<file path="config.mk">
export PLATFORM = sky130hd
export DESIGN_NAME = hazard_sequencer
export DESIGN_NICKNAME = d
export VERILOG_FILES = /design/src/rtl/hazard_sequencer_pkg.sv /design/src/rtl/hazard_sequencer_sat_counter.sv /design/src/rtl/hazard_sequencer.sv
export SDC_FILE = /design/constraint.sdc
export NUM_CORES = 1
export LEC_CHECK = 0
export CORE_MARGIN = 2
export CORE_UTILIZATION = 25
export DETAILED_ROUTE_END_ITERATION = 10
export PLACE_DENSITY = 0.51
export SYNTH_ARGS = -nofsm -noshare
export SYNTH_HDL_FRONTEND = slang
export SYNTH_HIERARCHICAL = 1
export SYNTH_SLANG_ARGS = --single-unit
</file>
<file path="constraint.sdc">
create_clock -name clk -period 5.6 [get_ports clk]
set_input_delay 0.84 -clock clk [delete_from_list [all_inputs] [get_ports clk]]
set_output_delay 0.84 -clock clk [all_outputs]
set_load 0.02 [all_outputs]
</file>
<file path="src/rtl/hazard_sequencer_pkg.sv">
// Shared pipeline-control definitions: state encodings, PC select codes and
// the control-bundle payload driven by the hazard sequencer.
package hazard_sequencer_pkg;

    typedef enum logic [1:0] {
        ST_RUN      = 2'd0,
        ST_MEM_WAIT = 2'd1,
        ST_FLUSH    = 2'd2,
        ST_HALT     = 2'd3
    } state_t;

    localparam logic PC_SEQ    = 1'b0;
    localparam logic PC_TARGET = 1'b1;

    typedef struct packed {
        logic pc_write;
        logic pc_sel;
        logic if_id_write;
        logic if_id_flush;
        logic id_ex_bubble;
        logic pipe_hold;
    } ctrl_t;

    // Normal flow: fetch advances, nothing squashed.
    localparam ctrl_t CTRL_DEFAULT = '{
        pc_write: 1'b1, pc_sel: PC_SEQ, if_id_write: 1'b1,
        if_id_flush: 1'b0, id_ex_bubble: 1'b0, pipe_hold: 1'b0
    };

    // Data memory not ready: whole pipe frozen in place.
    localparam ctrl_t CTRL_FREEZE = '{
        pc_write: 1'b0, pc_sel: PC_SEQ, if_id_write: 1'b0,
        if_id_flush: 1'b0, id_ex_bubble: 1'b0, pipe_hold: 1'b1
    };

    // Fatal timeout: frozen with the fetch slot squashed.
    localparam ctrl_t CTRL_HALT = '{
        pc_write: 1'b0, pc_sel: PC_SEQ, if_id_write: 1'b0,
        if_id_flush: 1'b1, id_ex_bubble: 1'b0, pipe_hold: 1'b1
    };

    // Reset asserted: keep PC, fill IF/ID and ID/EX with NOPs.
    localparam ctrl_t CTRL_RESET = '{
        pc_write: 1'b0, pc_sel: PC_SEQ, if_id_write: 1'b0,
        if_id_flush: 1'b1, id_ex_bubble: 1'b1, pipe_hold: 1'b0
    };

endpackage

</file>
<file path="src/rtl/hazard_sequencer_sat_counter.sv">
// Saturating up-counter with synchronous clear; clear wins over increment.
module hazard_sequencer_sat_counter #(
    parameter int unsigned W = 16
) (
    input  logic         clk,
    input  logic         reset,
    input  logic         inc,
    input  logic         clr,
    output logic [W-1:0] count
);

    // Count up to all-ones and stick there until cleared.
    always_ff @(posedge clk) begin
        if (reset || clr) begin
            count <= '0;
        end else if (inc && (count != '1)) begin
            count <= count + W'(1);
        end
    end

endmodule

</file>
<file path="src/rtl/hazard_sequencer.sv">
// Central pipeline-control sequencer: arbitrates memory stalls, load-use
// bubbles and control-hazard flushes, with a memory-timeout halt and
// saturating stall/flush performance counters. Controls are Mealy outputs.
module hazard_sequencer
    import hazard_sequencer_pkg::*;
#(
    parameter int unsigned FLUSH_CYCLES = 1,
    parameter int unsigned MEM_TIMEOUT  = 64,
    parameter int unsigned CNT_W        = 16
) (
    input  logic             clk,
    input  logic             reset,
    input  logic             kill,
    input  logic             load_use,
    input  logic             mem_busy,
    input  logic             cnt_clr,
    output logic             pc_write,
    output logic             pc_sel,
    output logic             if_id_write,
    output logic             if_id_flush,
    output logic             id_ex_bubble,
    output logic             pipe_hold,
    output logic             halted,
    output logic [1:0]       state,
    output logic [CNT_W-1:0] stall_cnt,
    output logic [CNT_W-1:0] flush_cnt
);

    localparam int unsigned RW = (FLUSH_CYCLES > 1) ? $clog2(FLUSH_CYCLES) : 1;
    localparam int unsigned WW = $clog2(MEM_TIMEOUT + 1);

    state_t        state_q, state_d;
    logic [RW-1:0] rem_q, rem_d;
    logic [WW-1:0] wait_q, wait_d;
    logic          ret_q, ret_d;
    logic          halted_q, halted_d;
    ctrl_t         ctrl;
    logic          stall_inc;
    logic          flush_inc;
    logic          in_flush;

    // A not-busy cycle in MEM_WAIT entered from FLUSH resumes flush behaviour.
    assign in_flush = (state_q == ST_FLUSH) || ((state_q == ST_MEM_WAIT) && ret_q);

    // Next-state, control outputs and counter increments.
    always_comb begin
        state_d   = state_q;
        rem_d     = rem_q;
        wait_d    = wait_q;
        ret_d     = ret_q;
        halted_d  = halted_q;
        ctrl      = CTRL_DEFAULT;
        stall_inc = 1'b0;
        flush_inc = 1'b0;

        if (state_q == ST_HALT) begin
            ctrl = CTRL_HALT;
        end else if (mem_busy) begin
            ctrl      = CTRL_FREEZE;
            stall_inc = 1'b1;
            if (state_q == ST_MEM_WAIT) begin
                wait_d = wait_q + WW'(1);
            end else begin
                wait_d = WW'(1);
                ret_d  = (state_q == ST_FLUSH);
            end
            if (wait_d >= WW'(MEM_TIMEOUT)) begin
                state_d  = ST_HALT;
                halted_d = 1'b1;
            end else begin
                state_d = ST_MEM_WAIT;
            end
        end else if (in_flush) begin
            ctrl.if_id_flush = 1'b1;
            ctrl.pc_sel      = PC_SEQ;
            wait_d           = '0;
            ret_d            = 1'b0;
            if (rem_q > RW'(1)) begin
                rem_d   = rem_q - RW'(1);
                state_d = ST_FLUSH;
            end else begin
                rem_d   = '0;
                state_d = ST_RUN;
            end
        end else begin
            wait_d  = '0;
            ret_d   = 1'b0;
            state_d = ST_RUN;
            if (load_use) begin
                // Kill is dropped here; the branch re-resolves next cycle.
                ctrl.pc_write     = 1'b0;
                ctrl.if_id_write  = 1'b0;
                ctrl.id_ex_bubble = 1'b1;
                stall_inc         = 1'b1;
            end else if (kill) begin
                ctrl.pc_sel      = PC_TARGET;
                ctrl.if_id_flush = 1'b1;
                flush_inc        = 1'b1;
                if (FLUSH_CYCLES > 1) begin
                    state_d = ST_FLUSH;
                    rem_d   = RW'(FLUSH_CYCLES - 1);
                end
            end
        end

        if (reset) begin
            ctrl      = CTRL_RESET;
            stall_inc = 1'b0;
            flush_inc = 1'b0;
        end
    end

    // Sequencer state registers with synchronous reset.
    always_ff @(posedge clk) begin
        if (reset) begin
            state_q  <= ST_RUN;
            rem_q    <= '0;
            wait_q   <= '0;
            ret_q    <= 1'b0;
            halted_q <= 1'b0;
        end else begin
            state_q  <= state_d;
            rem_q    <= rem_d;
            wait_q   <= wait_d;
            ret_q    <= ret_d;
            halted_q <= halted_d;
        end
    end

    hazard_sequencer_sat_counter #(.W(CNT_W)) u_stall_cnt (
        .clk   (clk),
        .reset (reset),
        .inc   (stall_inc),
        .clr   (cnt_clr),
        .count (stall_cnt)
    );

    hazard_sequencer_sat_counter #(.W(CNT_W)) u_flush_cnt (
        .clk   (clk),
        .reset (reset),
        .inc   (flush_inc),
        .clr   (cnt_clr),
        .count (flush_cnt)
    );

    assign pc_write     = ctrl.pc_write;
    assign pc_sel       = ctrl.pc_sel;
    assign if_id_write  = ctrl.if_id_write;
    assign if_id_flush  = ctrl.if_id_flush;
    assign id_ex_bubble = ctrl.id_ex_bubble;
    assign pipe_hold    = ctrl.pipe_hold;
    assign halted       = halted_q;
    assign state        = state_q;

endmodule

</file>
==> run metrics <==
status finished clean; Die H 101 um; largest family of logic cells by synthesized area simple AND/OR/NAND/NOR gates; initial core utilization 25.6%; main flop type after synthesis dfxtp_1; Post-synth EDFFs 0; leakage power 1.00 nW; hpwl dp 4270 um; first-pass detailed-route iteration total 4; PortBufs 46; max cap viols 0; syn_nets about 290; Min-Delay Path Class reg -> reg; xor and xnor fraction of the mapped netlist area 2.24%; Worst EP arrival 2.79 ns; antenna viol nets, final 0; postcts setup bufs 0; via-per-instance ratio approximately 5; fin. max-slew vios 0; slew margin rel. between 40% and 50%; Pwr Density 180 mW/mm2; Max Clk Rate 275 MHz; post-synthesis mux area share 0.855%; routed length per instance 13.7 um; Final Hold Vio Count 0; Worst-Margin Slew between 0.7 and 0.8 ns; Peak VDD IR 0.0000837 V; Adder-Cell Fraction of Synth Area 1.60%; DRT iter0 DRCs 87; Post-CTS Hold Fix Bufs 0; fin nets 325; Placer Congestion 0.832; Critical Path Fanout Max 14; Cell Count, Final, Fillers Out between 400 and 500; slowest CP cell clkdlybuf4s50_1; sequential cell area between 800 and 900 um2; compound-gate portion of the synthesized area 22.7%; synth warn 6; first-pass GRT wire length 9830 um; Setup-failing EPs final 0; Clock transition at path regs 0.08 ns; Multi-input gate area 0.00140 mm2; Total GRT Usage 11.8%; post-synthesis cell type count 45; Mapped Area around 0.0023 mm2; critical path class in -> out; CP Capture Type output port; fin crit share 64.9%; via count 2201; clock buffer depth 2; CP Launch Type input pin; WL final ~6000 um; Root Driver clkbuf_8; FILL cells 939; die width roughly 100 um; critical-path cell list clkdlybuf4s50_1 -> nor2_1 -> and4_1 -> clkdlybuf4s50_1; clock period minus worst slack 3.63 ns; layout cells sized above 1 6.62%; TritonCTS buffer count 5; Simple-Gate Fraction of Synth Area 32.4%; Rows 35; Crit path required time ~4.8 ns; Avg Cell Area, Syn 8.49 um2; synthesis-stage register bit count 43; Final TNS setup 0 ns; vias in the first global route 1970; Post-Place Cells 420; H-tree depth 2; CTS Sinks 43; RSZ-0062 raised after global routing false; ant diodes 0; register area share after synthesis 36.8%; Setup Skew 0.00547 ns; # DRC 0; CTS resizes 0; die area 0.0102 mm2; GRT overflow 0; core area 0.00915 mm2; FFs w/ async S/R, synth 0%; I/O pins 47; largest net degree at the start of global routing 25; most used cell, CP clkdlybuf4s50_1; Slowest Stage Delay on Critical Path 0.67 ns; Area growth syn-to-layout 26.6%; CTS tree built; Clock Latency Late Sink 0.29 ns; initial antenna violation count 0; Synth Instances about 280
Yosys cell counts (3+ instances only):
cell      number  area [um2]
dfxtp_1       43         861
a21oi_1       25         125
nand2_1       22        82.6
nor2_1        19        71.3
nand3_1       16        80.1
o21ai_0       15        75.1
nand4_1       10        62.6
or3_1         10        62.6
a31oi_1        9        56.3
and4_1         9        78.8
a41o_1         8        80.1
clkbuf_1       8        30.0
or4_1          8        60.1
o31ai_1        7        52.6
inv_1          6        22.5
and2_1         4        25.0
xor2_1         4        35.0
a211oi_1       3        22.5
ha_1           3        37.5
nand2b_1       3        18.8
nor2b_1        3        18.8
area by class of cell:
type                            count  area share (%)
Multi-Input combinational cell    214            47.3
Inverter                            6           0.759
Clock inverter                      1           0.169
Clock buffer                        7            2.57
Sequential cell                    43            29.0
Tap cell                          111            4.68
Timing Repair Buffer               46            15.5
per-layer routing:
layer / vias to the layer above / part of all wire (%) / GRT usage, % / wire length (um)
met5: - / 0 / 0 / 0
met4: 0 / 0.82 / 3.16 / 48
met3: 4 / 3.1 / 2.29 / 182
met2: 38 / 44 / 17.4 / 2590
met1: 1017 / 52 / 17.5 / 3040
li1: 1142 / - / - / -
layout by cell type (no fill, tap or decap), drive strengths merged, types with 2 or more instances in the layout:
cell type	n
nand3	16
nor3	2
nor2	19
o41ai	2
clkdlybuf4s50	46
a21oi	25
and2	4
o22ai	2
a41o	8
ha	3
o211ai	2
o21ai	15
mux2i	2
or2	2
nand4	14
inv	6
nor4	2
dfxtp	43
nand2	22
xor2	4
xnor2	2
nand2b	3
a31oi	9
nor2b	3
or3	10
a211oi	3
clkbuf	7
or4	10
and3	4
a21o	2
o31ai	7
and4	9
o211a	2
worst paths after layout:
path / startpoint / end / slack, ns / depth (start not counted)
setup / recovery: reset / pc_sel / 1.97 / 4
hold / removal: wait_q[1] / wait_q[1] / 0.50 / 2
setup reg to reg: state[1] / u_flush_cnt/count[10] / 3.19 / 6
hold reg to reg: wait_q[1] / wait_q[1] / 0.50 / 2
through the flow:
step | hold slack (ns) | util (%) | cell area [um2] | setup slack [ns] | power (mW)
2_1_floorplan | 0.462 | - | 2340 | 2.82 | 0.337
3_3_place_gp | 0.488 | 31.5 | 2880 | 1.99 | 0.351
3_5_place_dp | 0.492 | 31.5 | 2880 | 1.96 | 0.351
4_1_cts | 0.502 | 32.4 | 2970 | 1.96 | 0.545
5_1_grt | 0.539 | 32.4 | 2970 | 1.83 | 0.563
6_report | 0.497 | 32.4 | 2970 | 1.97 | 0.535
critical path: cells and delay by family:
kind	cells	cell delay [ns]
simple gates	2	0.62
buf+inv	2	1.32
sequential cells by signal, indices dropped and copies added (netlist names):
signal	count
ret_q	1
u_flush_cnt/count	16
halted	1
u_stall_cnt/count	16
wait_q	7
state	2
power by group:
part | switching (mW) | internal [mW] | total [mW]
sequential | 0.00236 | 0.307 | 0.309
clock | 0.103 | 0.0877 | 0.191
combinational | 0.0205 | 0.0138 | 0.0344
total | 0.126 | 0.408 | 0.535
cell families (layout without fill, tap and decap cells):
| family | after synthesis | after routing |
|---|---|---|
| adders and majority gates | 3 | 3 |
| buffers and inverters | 19 | 60 |
| and+or+nand+nor | 123 | 123 |
| xor gates and xnor gates | 6 | 6 |
| AOI/OAI and AO/OA | 80 | 80 |
| muxes | 2 | 2 |
| DFF | 43 | 43 |
(Power assumes the default switching activity.)
